File: src/rtl/branch_predictor_if.sv
// Fetch/resolve/redirect signal bundle for branch_predictor.
// master = pipeline side driving lookups and resolutions, slave = predictor.
interface branch_predictor_if;
  logic        fetch_valid;
  logic [31:0] fetch_pc;
  logic        pred_valid;
  logic        pred_taken;
  logic        resolve_valid;
  logic        resolve_is_branch;
  logic [31:0] resolve_pc;
  logic        resolve_pred_taken;
  logic        branch;
  logic [31:0] resolve_target;
  logic [31:0] resolve_fallthrough;
  logic        redirect;
  logic [31:0] redirect_pc;
  logic        ready;

  modport master (
    output fetch_valid, fetch_pc,
    output resolve_valid, resolve_is_branch, resolve_pc, resolve_pred_taken,
    output branch, resolve_target, resolve_fallthrough,
    input  pred_valid, pred_taken, redirect, redirect_pc, ready
  );

  modport slave (
    input  fetch_valid, fetch_pc,
    input  resolve_valid, resolve_is_branch, resolve_pc, resolve_pred_taken,
    input  branch, resolve_target, resolve_fallthrough,
    output pred_valid, pred_taken, redirect, redirect_pc, ready
  );
endinterface

File: src/rtl/branch_predictor.sv
// Per-PC 2-bit saturating-counter predictor with mispredict redirect.
// Optional macro BP_BYPASS_EN: same-cycle lookup sees the counter being trained.
module branch_predictor #(
  parameter int INDEX_BITS = 6
) (
  input logic              clk,
  input logic              reset,
  branch_predictor_if.slave bp
);
  localparam int ENTRIES = 2 ** INDEX_BITS;

  typedef enum logic {INIT, RUN} state_t;

  state_t                  state_reg, state_next;
  logic [INDEX_BITS-1:0]   sweep_reg, sweep_next;
  logic [1:0]              table_mem [ENTRIES];

  logic                    table_we;
  logic [INDEX_BITS-1:0]   table_waddr;
  logic [1:0]              table_wdata;

  logic [INDEX_BITS-1:0]   fetch_idx;
  logic [INDEX_BITS-1:0]   resolve_idx;
  logic [1:0]              resolve_ctr;
  logic [1:0]              trained_ctr;
  logic                    train_req;
  logic                    mispredict;
  logic                    lookup_msb;

  logic                    pred_valid_reg;
  logic                    pred_taken_reg;
  logic                    redirect_reg;
  logic [31:0]             redirect_pc_reg;

  logic                    unused_pc_bits;

  assign fetch_idx   = bp.fetch_pc[INDEX_BITS+1:2];
  assign resolve_idx = bp.resolve_pc[INDEX_BITS+1:2];
  assign resolve_ctr = table_mem[resolve_idx];
  assign train_req   = bp.resolve_valid & bp.resolve_is_branch;
  assign mispredict  = train_req & (bp.branch != bp.resolve_pred_taken);

  // Only the index bits of each PC matter; the table is untagged.
  assign unused_pc_bits = ^{bp.fetch_pc[31:INDEX_BITS+2], bp.fetch_pc[1:0],
                            bp.resolve_pc[31:INDEX_BITS+2], bp.resolve_pc[1:0]};

  always_comb begin
    trained_ctr = resolve_ctr;
    if (bp.branch) begin
      if (resolve_ctr != 2'b11) trained_ctr = resolve_ctr + 2'd1;
    end else begin
      if (resolve_ctr != 2'b00) trained_ctr = resolve_ctr - 2'd1;
    end
  end

  // INIT owns the write port for the sweep; training only gets it in RUN.
  always_comb begin
    state_next  = state_reg;
    sweep_next  = sweep_reg;
    table_we    = 1'b0;
    table_waddr = resolve_idx;
    table_wdata = trained_ctr;
    case (state_reg)
      INIT: begin
        table_we    = 1'b1;
        table_waddr = sweep_reg;
        table_wdata = 2'b01;
        sweep_next  = sweep_reg + 1'b1;
        if (&sweep_reg) state_next = RUN;
      end
      RUN: begin
        table_we = train_req;
      end
      default: state_next = INIT;
    endcase
  end

  always_ff @(posedge clk) begin
    if (reset) begin
      state_reg <= INIT;
      sweep_reg <= '0;
    end else begin
      state_reg <= state_next;
      sweep_reg <= sweep_next;
    end
  end

  always_ff @(posedge clk) begin
    if (table_we && !reset) table_mem[table_waddr] <= table_wdata;
  end

`ifdef BP_BYPASS_EN
  assign lookup_msb = (state_reg == RUN && train_req && resolve_idx == fetch_idx)
                      ? trained_ctr[1] : table_mem[fetch_idx][1];
`else
  assign lookup_msb = table_mem[fetch_idx][1];
`endif

  always_ff @(posedge clk) begin
    if (reset) begin
      pred_valid_reg  <= 1'b0;
      pred_taken_reg  <= 1'b0;
      redirect_reg    <= 1'b0;
      redirect_pc_reg <= '0;
    end else begin
      pred_valid_reg <= bp.fetch_valid;
      pred_taken_reg <= (state_reg == RUN) & lookup_msb;
      redirect_reg   <= mispredict;
      if (mispredict)
        redirect_pc_reg <= bp.branch ? bp.resolve_target : bp.resolve_fallthrough;
    end
  end

  assign bp.pred_valid  = pred_valid_reg;
  assign bp.pred_taken  = pred_taken_reg;
  assign bp.redirect    = redirect_reg;
  assign bp.redirect_pc = redirect_pc_reg;
  assign bp.ready       = (state_reg == RUN);
endmodule
File: src/flat_wrapper.sv
// flat-port wrapper written by rule: the top's interface ports become plain ports
module branch_predictor_flat 
#(
  parameter int INDEX_BITS = 6
)
  (clk, reset, bp_fetch_valid, bp_fetch_pc, bp_resolve_valid, bp_resolve_is_branch, bp_resolve_pc, bp_resolve_pred_taken, bp_branch, bp_resolve_target, bp_resolve_fallthrough, bp_pred_valid, bp_pred_taken, bp_redirect, bp_redirect_pc, bp_ready);
  branch_predictor_if bp_i ();
  input logic clk;
  input logic reset;
  input wire logic [$bits(bp_i.fetch_valid)-1:0] bp_fetch_valid;
  input wire logic [$bits(bp_i.fetch_pc)-1:0] bp_fetch_pc;
  input wire logic [$bits(bp_i.resolve_valid)-1:0] bp_resolve_valid;
  input wire logic [$bits(bp_i.resolve_is_branch)-1:0] bp_resolve_is_branch;
  input wire logic [$bits(bp_i.resolve_pc)-1:0] bp_resolve_pc;
  input wire logic [$bits(bp_i.resolve_pred_taken)-1:0] bp_resolve_pred_taken;
  input wire logic [$bits(bp_i.branch)-1:0] bp_branch;
  input wire logic [$bits(bp_i.resolve_target)-1:0] bp_resolve_target;
  input wire logic [$bits(bp_i.resolve_fallthrough)-1:0] bp_resolve_fallthrough;
  output wire logic [$bits(bp_i.pred_valid)-1:0] bp_pred_valid;
  output wire logic [$bits(bp_i.pred_taken)-1:0] bp_pred_taken;
  output wire logic [$bits(bp_i.redirect)-1:0] bp_redirect;
  output wire logic [$bits(bp_i.redirect_pc)-1:0] bp_redirect_pc;
  output wire logic [$bits(bp_i.ready)-1:0] bp_ready;
  assign bp_i.fetch_valid = bp_fetch_valid;
  assign bp_i.fetch_pc = bp_fetch_pc;
  assign bp_i.resolve_valid = bp_resolve_valid;
  assign bp_i.resolve_is_branch = bp_resolve_is_branch;
  assign bp_i.resolve_pc = bp_resolve_pc;
  assign bp_i.resolve_pred_taken = bp_resolve_pred_taken;
  assign bp_i.branch = bp_branch;
  assign bp_i.resolve_target = bp_resolve_target;
  assign bp_i.resolve_fallthrough = bp_resolve_fallthrough;
  assign bp_pred_valid = bp_i.pred_valid;
  assign bp_pred_taken = bp_i.pred_taken;
  assign bp_redirect = bp_i.redirect;
  assign bp_redirect_pc = bp_i.redirect_pc;
  assign bp_ready = bp_i.ready;
  branch_predictor #(.INDEX_BITS(INDEX_BITS)) u_core (.clk(clk), .reset(reset), .bp(bp_i));
endmodule
File: config.mk
export PLATFORM = sky130hd
export DESIGN_NAME = branch_predictor_flat
export DESIGN_NICKNAME = d
export VERILOG_FILES = /design/src/rtl/branch_predictor_if.sv /design/src/rtl/branch_predictor.sv /design/src/flat_wrapper.sv
export SDC_FILE = /design/constraint.sdc
export NUM_CORES = 1
export LEC_CHECK = 0
export CELL_PAD_IN_SITES_DETAIL_PLACEMENT = 0
export CELL_PAD_IN_SITES_GLOBAL_PLACEMENT = 1
export CORE_ASPECT_RATIO = 1.1
export CORE_MARGIN = 10
export CORE_UTILIZATION = 45
export DETAILED_ROUTE_END_ITERATION = 8
export PLACE_DENSITY = 0.84
export SYNTH_ARGS = -nofsm -noshare
export SYNTH_HDL_FRONTEND = slang
export SYNTH_SLANG_ARGS = --single-unit
File: constraint.sdc
create_clock -name clk -period 9.1 [get_ports clk]
set_input_delay 1.82 -clock clk [delete_from_list [all_inputs] [get_ports clk]]
set_output_delay 1.82 -clock clk [all_outputs]
set_load 0.03 [all_outputs]
* After elaboration in Yosys (flattened, before gate mapping)
Memory sizes are Yosys's and may differ from the RTL's. Cells that the tools add are included.
Storage, ports and cells: flip-flop bits (word level) 42, latch bits 0, bits in writable memories 128, ROM bits 0, input bits 135, output and inout bits 36, logic and storage cells 31, memories 1
Cells by class: $add $sub $neg 3, multipliers 0, divide/modulo/power cells 0, $lt $le $gt $ge 0, equality and inequality tests 2, shift operators 0, mux-type cells 11, bitwise gates (word level) 4, reductions and logical operators 4
Memory list:
- u_core.table_mem | depth 64, width 2, rd ports 2, clocked after Yosys merged registers in 0, write ports 1, RTL line branch_predictor.sv:16 | logic [1:0] table_mem [ENTRIES];
Operator list (count):
- two-way mux 32 bit | 1
- two-way mux 2 bit | 4
- adder 6 x 1 -> 6 bit (second input constant) | 1
- two-way mux 6 bit | 1
- AND reduction 6 bit | 1
- two-way mux 1 bit | 4
- AND 1 bit | 3
- adder 2 x 1 -> 2 bit (second input constant) | 1
- != test 2 bit (second input constant) | 1
- one-hot mux 1 bit (2 select lines) | 1
- nonzero test 2 bit | 1
- subtractor 2 x 1 -> 2 bit (second input constant) | 1
- logical AND 1 bit | 1
- logical NOT 1 bit | 1
- != test 1 bit | 1
- inverter 1 bit | 1

* Logic depth before layout (Yosys ltp)
Gate-level depths: netlist (run 1).
depth in word-level cells 5, depth in mapped cells 9, depth with buffers taken out 6

* Least setup slack after synthesis (run 1)
OpenSTA, ideal clock, no wires.
path type in2reg, start point input bp_resolve_pc[3], end point memory u_core.table_mem[0][1] (data pin), library setup time 548 ps, arrival time 5153 ps, data required time 8552 ps, path slack 3399 ps, stages 8, path buffers 2, path through buf_2 > buf_2 > mux2i_1 > a221oi_1 > a221oi_1 > a2111o_1 > a31o_1 > a21oi_1
Between the ends: cells in the longest elaborated chain, start to end 5, elaborated cells between the ends (all ways) 9, classes of those cells add/sub (2); eq/ne (1); mux (4); reduce/logical (1); memory (1)
Ends and longest elaborated chain:
- from (decl) | RTL line flat_wrapper.sv:14 | input wire logic [$bits(bp_i.resolve_pc)-1:0] bp_resolve_pc;
- memory (64 x 2 bit) *
- subtractor 2 x 1 -> 2 bit, or another cell as far along | RTL line branch_predictor.sv:52 | if (resolve_ctr != 2'b00) trained_ctr = resolve_ctr - 2'd1;
- two-way mux 2 bit, on equally long branches | RTL line branch_predictor.sv:52, branch_predictor.sv:50
- two-way mux 2 bit * | RTL line branch_predictor.sv:49 | if (bp.branch) begin
- two-way mux 2 bit * | RTL line branch_predictor.sv:63 | case (state_reg)
- via u_core.table_wdata[1] | RTL line branch_predictor.sv:20 | logic [1:0] table_wdata;
- to (decl) | RTL line branch_predictor.sv:16
Mark *: on every way through the listed nets, which the timed path passes. The rest lies on a longest branch.

* Worst setup path after layout (run 1)
start point input bp_resolve_pc[2], end point memory u_core.table_mem[40][0] (data pin)
Same word-level chain as after synthesis.

==> results of run 1 <==
[worst min-delay path by stage]
stage,startpoint,to,slack (ns)
2_1_floorplan,u_core.sweep_reg[1],u_core.sweep_reg[1],0.48
3_3_place_gp,u_core.bp.redirect_pc[21],u_core.bp.redirect_pc[21],0.49
3_5_place_dp,u_core.bp.redirect_pc[17],u_core.bp.redirect_pc[17],0.49
4_1_cts,u_core.bp.redirect_pc[17],u_core.bp.redirect_pc[17],0.50
5_1_grt,u_core.bp.redirect_pc[20],u_core.bp.redirect_pc[20],0.52
6_report,u_core.bp.redirect_pc[17],u_core.bp.redirect_pc[17],0.50
[cells by family (layout without fill, tap and decap cells)]
logic type               count (synthesis)  count (layout)  synth area share (%)
flip-flops                             170             170                  59.9
AND/OR/NAND/NOR                        168             168                  9.07
multiplexers                           105             105                  22.2
AO/OA/AOI/OAI                           61              61                  5.78
buffers and inverters                   36             158                  2.26
XOR/XNOR                                 5               5                 0.560
adder cells (fa/ha/maj)                  1               1                 0.160
[metrics by stage]
stage | hold slack, ns | std cells
floorplan | 0.482 | 546
CTS | 0.499 | 902
detailed placement | 0.490 | 870
global route | 0.522 | 902
global placement | 0.486 | 870
finish | 0.498 | 902
[report_power, final]
group          switching, µW  internal, µW
Combinational           91.2          87.9
Clock                    301           405
Sequential              6.66           834
Total                    399          1330
[per-layer routing]
metal  track usage [%]  wire length (µm)  part of all wire, %  up-vias
met5              1.35                33                 0.17        -
met2              29.2             10700                   54      190
li1                  -                 -                    -     2339
met3              3.08              1120                  5.7       28
met4              6.70               313                  1.6        2
met1              20.4              7560                   38     2553
[Yosys cell counts (all sizes together), types with 3 or more instances]
library cell	instances
buf	14
dfxtp	42
nand3	15
o21ai	6
mux2i	47
clkbuf	20
nor2	107
mux4	51
a211oi	33
a21oi	5
nor2b	14
nand2	23
xnor2	3
mux2	7
edfxtp	128
a22o	3
[layout by cell type (no fill, tap or decap), drive strengths merged, types with 6 or more instances in the layout]
cell type	synthesis	routed
nand2	23	23
nor2	107	107
inv	2	6
mux4	51	51
buf	14	9
a211oi	33	33
o21ai	6	6
clkbuf	20	18
nor2b	14	14
clkdlybuf4s50	0	115
dfxtp	42	42
mux2	7	7
nand3	15	15
mux2i	47	47
edfxtp	128	128
[worst max-delay path, cell delays in order]
cell      delay, ns
buf_2          0.73
mux4_1         0.68
mux2_2         0.30
mux4_2         0.50
a32oi_2        0.20
a21boi_1       0.27
o21ai_4        0.06
buf_4          0.32
[cell type report]
cell class / instances / share of cell area (%)
clock buffer: 18 / 4.40
clock inverter: 14 / 1.50
inverter: 2 / 0.0769
multi-input combinational: 340 / 30.6
sequential: 170 / 48.0
tap: 234 / 3.00
timing repair buffer: 124 / 12.4
==> flow_summary.toml, run 1 <==
[timing]
finClkSkew_ns = 0.00935
finalWorstSetupSlack_ns = 4.26
maxSlewViolCount = 0
slew_headroom_pct = 13.1
grt_setup_unrepaired = "false"
setup_viol = 0
worst_pin_slew_ns = 1.30
fin_crit_ns = 4.84
hold_violations = 0
period_share_pct = 53.2
fin_tns_setup_ns = 0
fmax_mhz = 207

[setup_path]
r2r-start = "u_core.table_mem[44][1]"
worstSetupStartpointType = "primary input"
reg2reg_to = "u_core.table_mem[40][0]"
critPathKind = "primary input to flop"
end_kind = "flop"
crit_fanout = 64
cp-endpoint = "u_core.table_mem[40][0]"
rrSetupSlack_ns = 6.17
required_ns = 9.19
reg2regPathDepth = 7
startpoint = "bp_resolve_pc[2]"
worstPathArrival_ns = 4.93

[floorplan]
die_area_mm2 = 0.0231
std_cell_rows = 50
die_h_um = 158
core-area_mm2 = 0.0170
die_w_um = 146
start_util_pct = 45.9
io_pins = 171

[grt]
grt_start_max_net_pins = 65
track_usage_pct = 16.9
grt_first_pass_wirelength_um = 29800
grt_pass1_vias = 5135
antenna_found_initial = 0
grt-ovfl-total = 0

[detailed_routing]
wire_per_inst_um = 21.9
first_pass_iters = 5
vias_per_cell = 5.67
drt_iter0_drc = 531
dr_total_vias = 5112
ant_nets = 0
post-route-drc-count = 0
wl_um = 19700

[pwr]
power_leakage_uw = 0.00349
vdd_ir_drop_max_uv = 136
p_total_uw = 1730
powerDensity_mw_per_mm2 = 177

[clock_tree]
postCtsSetupBuffers = 0
cts.clk_slew.worst_paths_ns = 0.06
htreeDepth = 4
cts-root-buf = "clkbuf_16"
ctsHoldBuffers = 0
clk_latency_ns = 0.43
cts_buffers = 17
cts_resized = 0
clock_sinks = 170
cts_tree = "done"
cts.path.max_buffers = 2

[placed_design]
dpl.hpwl_um = 13700
place.gp.congestion = 0.806
portBuffers = 118
placedInstanceArea_mm2 = 0.00918
place_worst_setup_slack_ns = 3.84

[yosys]
ys_ff_latch = 170
synth_area_leaders = "edfxtp_1, mux4_2, dfxtp_1"
synth_top_area_cell = "edfxtp_1"
syn_nets = 682
syn_area_mm2 = 0.00782
ys_types = 43
avgSynthCellArea_um2 = 14.3
ys_seq_area_share_pct = 59.9
synth_top_area_share_pct = 49.2
synthFlopType = "edfxtp_1"
synthCells = 546
ys_async_sr_fraction_pct = 0
synth-edff-count = 128
synth_warnings = 0

[finish]
layout-drive-gt1-share_pct = 13.6
multiInputGateArea_mm2 = 0.00299
fin_util_pct = 57.3
fin_area_mm2 = 0.00976
area_growth_pct = 24.8
n_fill_cell = 1348
largest_reg_flops = 128
final-seq-area_mm2 = 0.00468
num_antenna_cells = 0
finish.net_count = 791

[min_path]
hold_path_depth = 2
hp-class = "flop to flop"

[status]
status = "finished clean"

[flow_run]
max_cap_viol_count = 0
No activity file was read; power rests on OpenSTA's default activity.
==> inputs of run 2 (changes only) <==
--- a/config.mk
+++ b/config.mk
@@ -9,9 +9,9 @@
 export CELL_PAD_IN_SITES_GLOBAL_PLACEMENT = 1
 export CORE_ASPECT_RATIO = 1.1
 export CORE_MARGIN = 10
-export CORE_UTILIZATION = 45
+export CORE_UTILIZATION = 37
 export DETAILED_ROUTE_END_ITERATION = 8
-export PLACE_DENSITY = 0.84
+export PLACE_DENSITY = 0.74
 export SYNTH_ARGS = -nofsm -noshare
 export SYNTH_HDL_FRONTEND = slang
 export SYNTH_SLANG_ARGS = --single-unit
==> constraint.sdc (replaced) <==
create_clock -name clk -period 4.3 [get_ports clk]
set_input_delay 0.86 -clock clk [delete_from_list [all_inputs] [get_ports clk]]
set_output_delay 0.86 -clock clk [all_outputs]
set_load 0.03 [all_outputs]
==> flow_summary.toml, run 2 (synthesis results as in run 1) <==
[finish]
layout_commonest_cell = "edfxtp_1"
finish.net_count = 798
n_fill_cell = 1768
num_antenna_cells = 0
area_growth_pct = 27.2
layout-drive-gt1-share_pct = 14.5
largest_reg_flops = 128
final_cell_mix = "edfxtp_1, clkdlybuf4s50_1, nor2_1"
multiInputGateArea_mm2 = 0.00299
fin_util_pct = 48.0
final-seq-area_mm2 = 0.00468

[floorplan]
start_util_pct = 37.7
die_w_um = 159
die_h_um = 172
core-area_mm2 = 0.0207
std_cell_rows = 55
io_pins = 171
die_area_mm2 = 0.0273

[detailed_routing]
wl_met3_um = 2130
top_layer = "met4"
wl_um = 20300
post-route-drc-count = 0
first_pass_iters = 5
wire_per_inst_um = 21.1
wl_met2_um = 9450
vias_per_cell = 5.34
wl_met1_um = 8510
ant_nets = 0
drt_iter0_drc = 451
dr_total_vias = 5124

[flow_run]
max_cap_viol_count = 0

[timing]
hold_violations = 0
finalWorstSetupSlack_ns = 0.570
fmax_mhz = 268
period_share_pct = 86.7
hold_ws_ns = 0.498
maxSlewViolCount = 0
finClkSkew_ns = 0.0133
fin_tns_setup_ns = 0
worst_pin_slew_ns = 0.938
slew_headroom_pct = 37.4
fin_crit_ns = 3.73
grt_setup_unrepaired = "false"
setup_viol = 0

[grt]
track_usage_pct = 15.1
grt-ovfl-total = 0
grt_start_max_net_pins = 49
grt_first_pass_wirelength_um = 31200
antenna_found_initial = 0
grt_pass1_vias = 5293

[setup_path]
crit_fanout = 48
end_kind = "flop"
worstPathArrival_ns = 3.98
critPathKind = "primary input to flop"
worstSetupStartpointType = "primary input"
required_ns = 4.55

[placed_design]
portBuffers = 118
dpl.hpwl_um = 14300
place_worst_setup_slack_ns = 0.135
place.gp.congestion = 0.794

[pwr]
combPwrFrac_pct = 10.3
p_total_uw = 3730
powerDensity_mw_per_mm2 = 375
p_int_uw = 2840
power_leakage_uw = 0.00356
p_clk_share_pct = 42.0
p_sw_uw = 887
p_seq_share_pct = 47.7
p_sw_share_pct = 23.8
vdd_ir_drop_max_uv = 277

[min_path]
hp-class = "flop to flop"

[clock_tree]
cts.path.max_buffers = 2
cts_resized = 0
htreeDepth = 4
cts_tree = "done"
cts-root-buf = "clkbuf_16"
cts.clk_slew.worst_paths_ns = 0.07
clk_latency_ns = 0.43
clock_sinks = 170
postCtsSetupBuffers = 0
ctsHoldBuffers = 0
cts_buffers = 17

[status]
status = "finished clean"
run 2: changes by cell type in the layout (fill, tap and decap cells not counted):
cell,previous run,this run
buf_4,6,10
clkinvlp_2,1,0
buf_12,0,3
clkinv_2,2,0
clkinv_8,0,1
inv_8,0,5
clkinv_4,2,0
clkinvlp_4,2,1
run 2: worst paths after layout:
path	startpoint	end	slack, ns	cells past startpoint
setup / recovery	bp_resolve_pc[2]	u_core.table_mem[10][0]	0.57	9
hold / removal	u_core.bp.redirect_pc[4]	u_core.bp.redirect_pc[4]	0.50	2
hold reg to reg	u_core.bp.redirect_pc[4]	u_core.bp.redirect_pc[4]	0.50	2
setup reg to reg	u_core.table_mem[42][1]	u_core.table_mem[10][0]	1.30	7
run 2: cell type report:
type | count | area share, %
well taps | 285 | 3.59
inverters | 2 | 0.0755
clock inverters | 14 | 1.80
multi-input cells | 340 | 30.0
clock buffers | 18 | 4.32
repair buffers | 131 | 13.1
flip-flops and latches | 170 | 47.1
run 2: critical path: stages:
cell and delay, ns:
buf_2 0.47, buf_4 0.39, mux4_1 0.61, nor2b_1 0.15
a211o_1 0.31, a31oi_1 0.26, a21oi_1 0.15, o21ai_4 0.44
buf_12 0.27
run 2: power by group through the flow:
stage | Clock (µW) | Combinational (µW) | Sequential, µW
floorplan | 0 | 176 | 1850
global placement | 0 | 382 | 1810
detailed placement | 0 | 386 | 1820
CTS | 1600 | 388 | 1780
global route | 1670 | 413 | 1780
finish | 1560 | 384 | 1780
run 2: per-layer routing:
metal / GRT usage [%] / vias to the layer above
met5: 0 / -
met4: 3.59 / 0
met3: 5.39 / 12
met2: 24.0 / 227
met1: 19.3 / 2536
li1: - / 2349
run 2: through the flow:
stage	instances	cell area (µm²)
after detailed placement	928	9340
after floorplan	546	7830
after global routing	960	9940
after global placement	928	9340
final	960	9940
after CTS	960	9940
==> inputs of run 3 (changes only) <==
--- a/config.mk
+++ b/config.mk
@@ -9,8 +9,9 @@
 export CELL_PAD_IN_SITES_GLOBAL_PLACEMENT = 1
 export CORE_ASPECT_RATIO = 1.1
 export CORE_MARGIN = 10
-export CORE_UTILIZATION = 37
+export CORE_UTILIZATION = 47
 export DETAILED_ROUTE_END_ITERATION = 8
+export DONT_BUFFER_PORTS = 1
 export PLACE_DENSITY = 0.74
 export SYNTH_ARGS = -nofsm -noshare
 export SYNTH_HDL_FRONTEND = slang
==> flow_summary.toml, run 3 (synthesis results as in run 1) <==
[setup_path]
reg2regPathDepth = 7
reg2reg_to = "u_core.table_mem[46][0]"
worstPathArrival_ns = 3.10
critPathKind = "primary input to flop"
crit_fanout = 34
worstSetupStartpointType = "primary input"
rrSetupSlack_ns = 1.43
r2r-start = "u_core.table_mem[41][1]"
required_ns = 4.43
end_kind = "flop"

[pwr]
power_leakage_uw = 0.00303
p_clk_share_pct = 42.3
p_sw_share_pct = 21.5
p_int_uw = 2710
p_seq_share_pct = 52.8
powerDensity_mw_per_mm2 = 404
p_sw_uw = 743
combPwrFrac_pct = 4.9
vdd_ir_drop_max_uv = 262

[finish]
num_antenna_cells = 0
layout-drive-gt1-share_pct = 14.8
largest_reg_flops = 128
fin_area_mm2 = 0.00854
area_growth_pct = 9.19
final_cell_mix = "edfxtp_1, nor2_1, mux2i_1"
finish.net_count = 671
layout_commonest_cell = "edfxtp_1"

[status]
status = "finished clean"

[detailed_routing]
wire_per_inst_um = 24.9
top_layer = "met4"
drt_iter0_drc = 415
post-route-drc-count = 0
ant_nets = 0
vias_per_cell = 6.26
first_pass_iters = 5
wl_met2_um = 9040
wl_met1_um = 7020
wl_met3_um = 2350
wl_um = 18700
dr_total_vias = 4700

[floorplan]
die_area_mm2 = 0.0222
core-area_mm2 = 0.0164
die_h_um = 155
std_cell_rows = 49
io_pins = 171
die_w_um = 143
start_util_pct = 47.8

[timing]
fmax_mhz = 337
maxSlewViolCount = 0
fin_tns_setup_ns = 0
worst_pin_slew_ns = 1.24
hold_violations = 0
period_share_pct = 69.1
finClkSkew_ns = 0.0103
fin_crit_ns = 2.97
slew_headroom_pct = 17.0
grt_setup_unrepaired = "false"
setup_viol = 0

[grt]
grt_pass1_vias = 4703
antenna_found_initial = 0
grt_start_max_net_pins = 65
grt-ovfl-total = 0
track_usage_pct = 16.8
grt_first_pass_wirelength_um = 28100

[min_path]
hold_path_end = "u_core.bp.redirect_pc[7]"
hp-class = "primary input to flop"
hp-start = "reset"
hold_path_depth = 1

[placed_design]
placedInstanceArea_mm2 = 0.00798
dpl.hpwl_um = 12900
portBuffers = 0
place.gp.congestion = 0.781

[flow_run]
max_cap_viol_count = 0

[clock_tree]
cts.path.max_buffers = 2
cts.clk_slew.worst_paths_ns = 0.07
cts_tree = "done"
clock_sinks = 170
cts_resized = 0
cts_buffers = 17
cts-root-buf = "clkbuf_16"
htreeDepth = 4
postCtsSetupBuffers = 0
ctsHoldBuffers = 0
clk_latency_ns = 0.43
run 3: power by group through the flow:
stage	Sequential (µW)	Clock (µW)	Combinational (µW)
finish	1820	1460	169
global route	1830	1560	183
CTS	1820	1490	169
detailed placement	1860	0	168
global placement	1860	0	165
floorplan	1850	0	176
run 3: worst max-delay path by stage:
stage,startpoint,end
floorplan,bp_resolve_pc[2],u_core.table_mem[0][0]
global placement,bp_resolve_pc[2],u_core.table_mem[56][0]
detailed placement,bp_resolve_pc[2],u_core.table_mem[44][0]
CTS,bp_resolve_pc[2],u_core.table_mem[44][0]
global route,bp_resolve_pc[2],u_core.table_mem[46][0]
finish,bp_resolve_pc[2],u_core.table_mem[46][0]
run 3: final cells by class:
type,instances,area [µm²]
well taps,204,255
flip-flops and latches,170,4680
clock buffers,21,440
repair buffers,4,42.5
multi-input cells,340,2990
clock inverters,10,119
fillers,1355,7830
inverters,2,7.51
run 3: per-layer routing:
metal	track usage (%)	vias to the layer above
met3	7.83	21
met1	19.5	2366
met4	5.26	0
met5	0	-
met2	27.0	210
li1	-	2103
run 3: critical path, stage by stage:
cell and delay [ns]:
mux4_1 0.60, mux2_2 0.30, mux4_2 0.50, a32oi_2 0.20, a21boi_1 0.28, o21ai_4 0.07, buf_4 0.25
run 3: stage by stage:
step	std cells	hold slack (ns)	util (%)	setup slack, ns	total power, µW
after floorplan	546	0.482	-	0.445	2030
after global placement	720	0.502	48.7	0.962	2020
after detailed placement	720	0.521	48.7	0.932	2030
after CTS	751	0.479	52.1	1.38	3490
after global routing	751	0.477	52.1	1.30	3570
final	751	0.499	52.1	1.33	3450
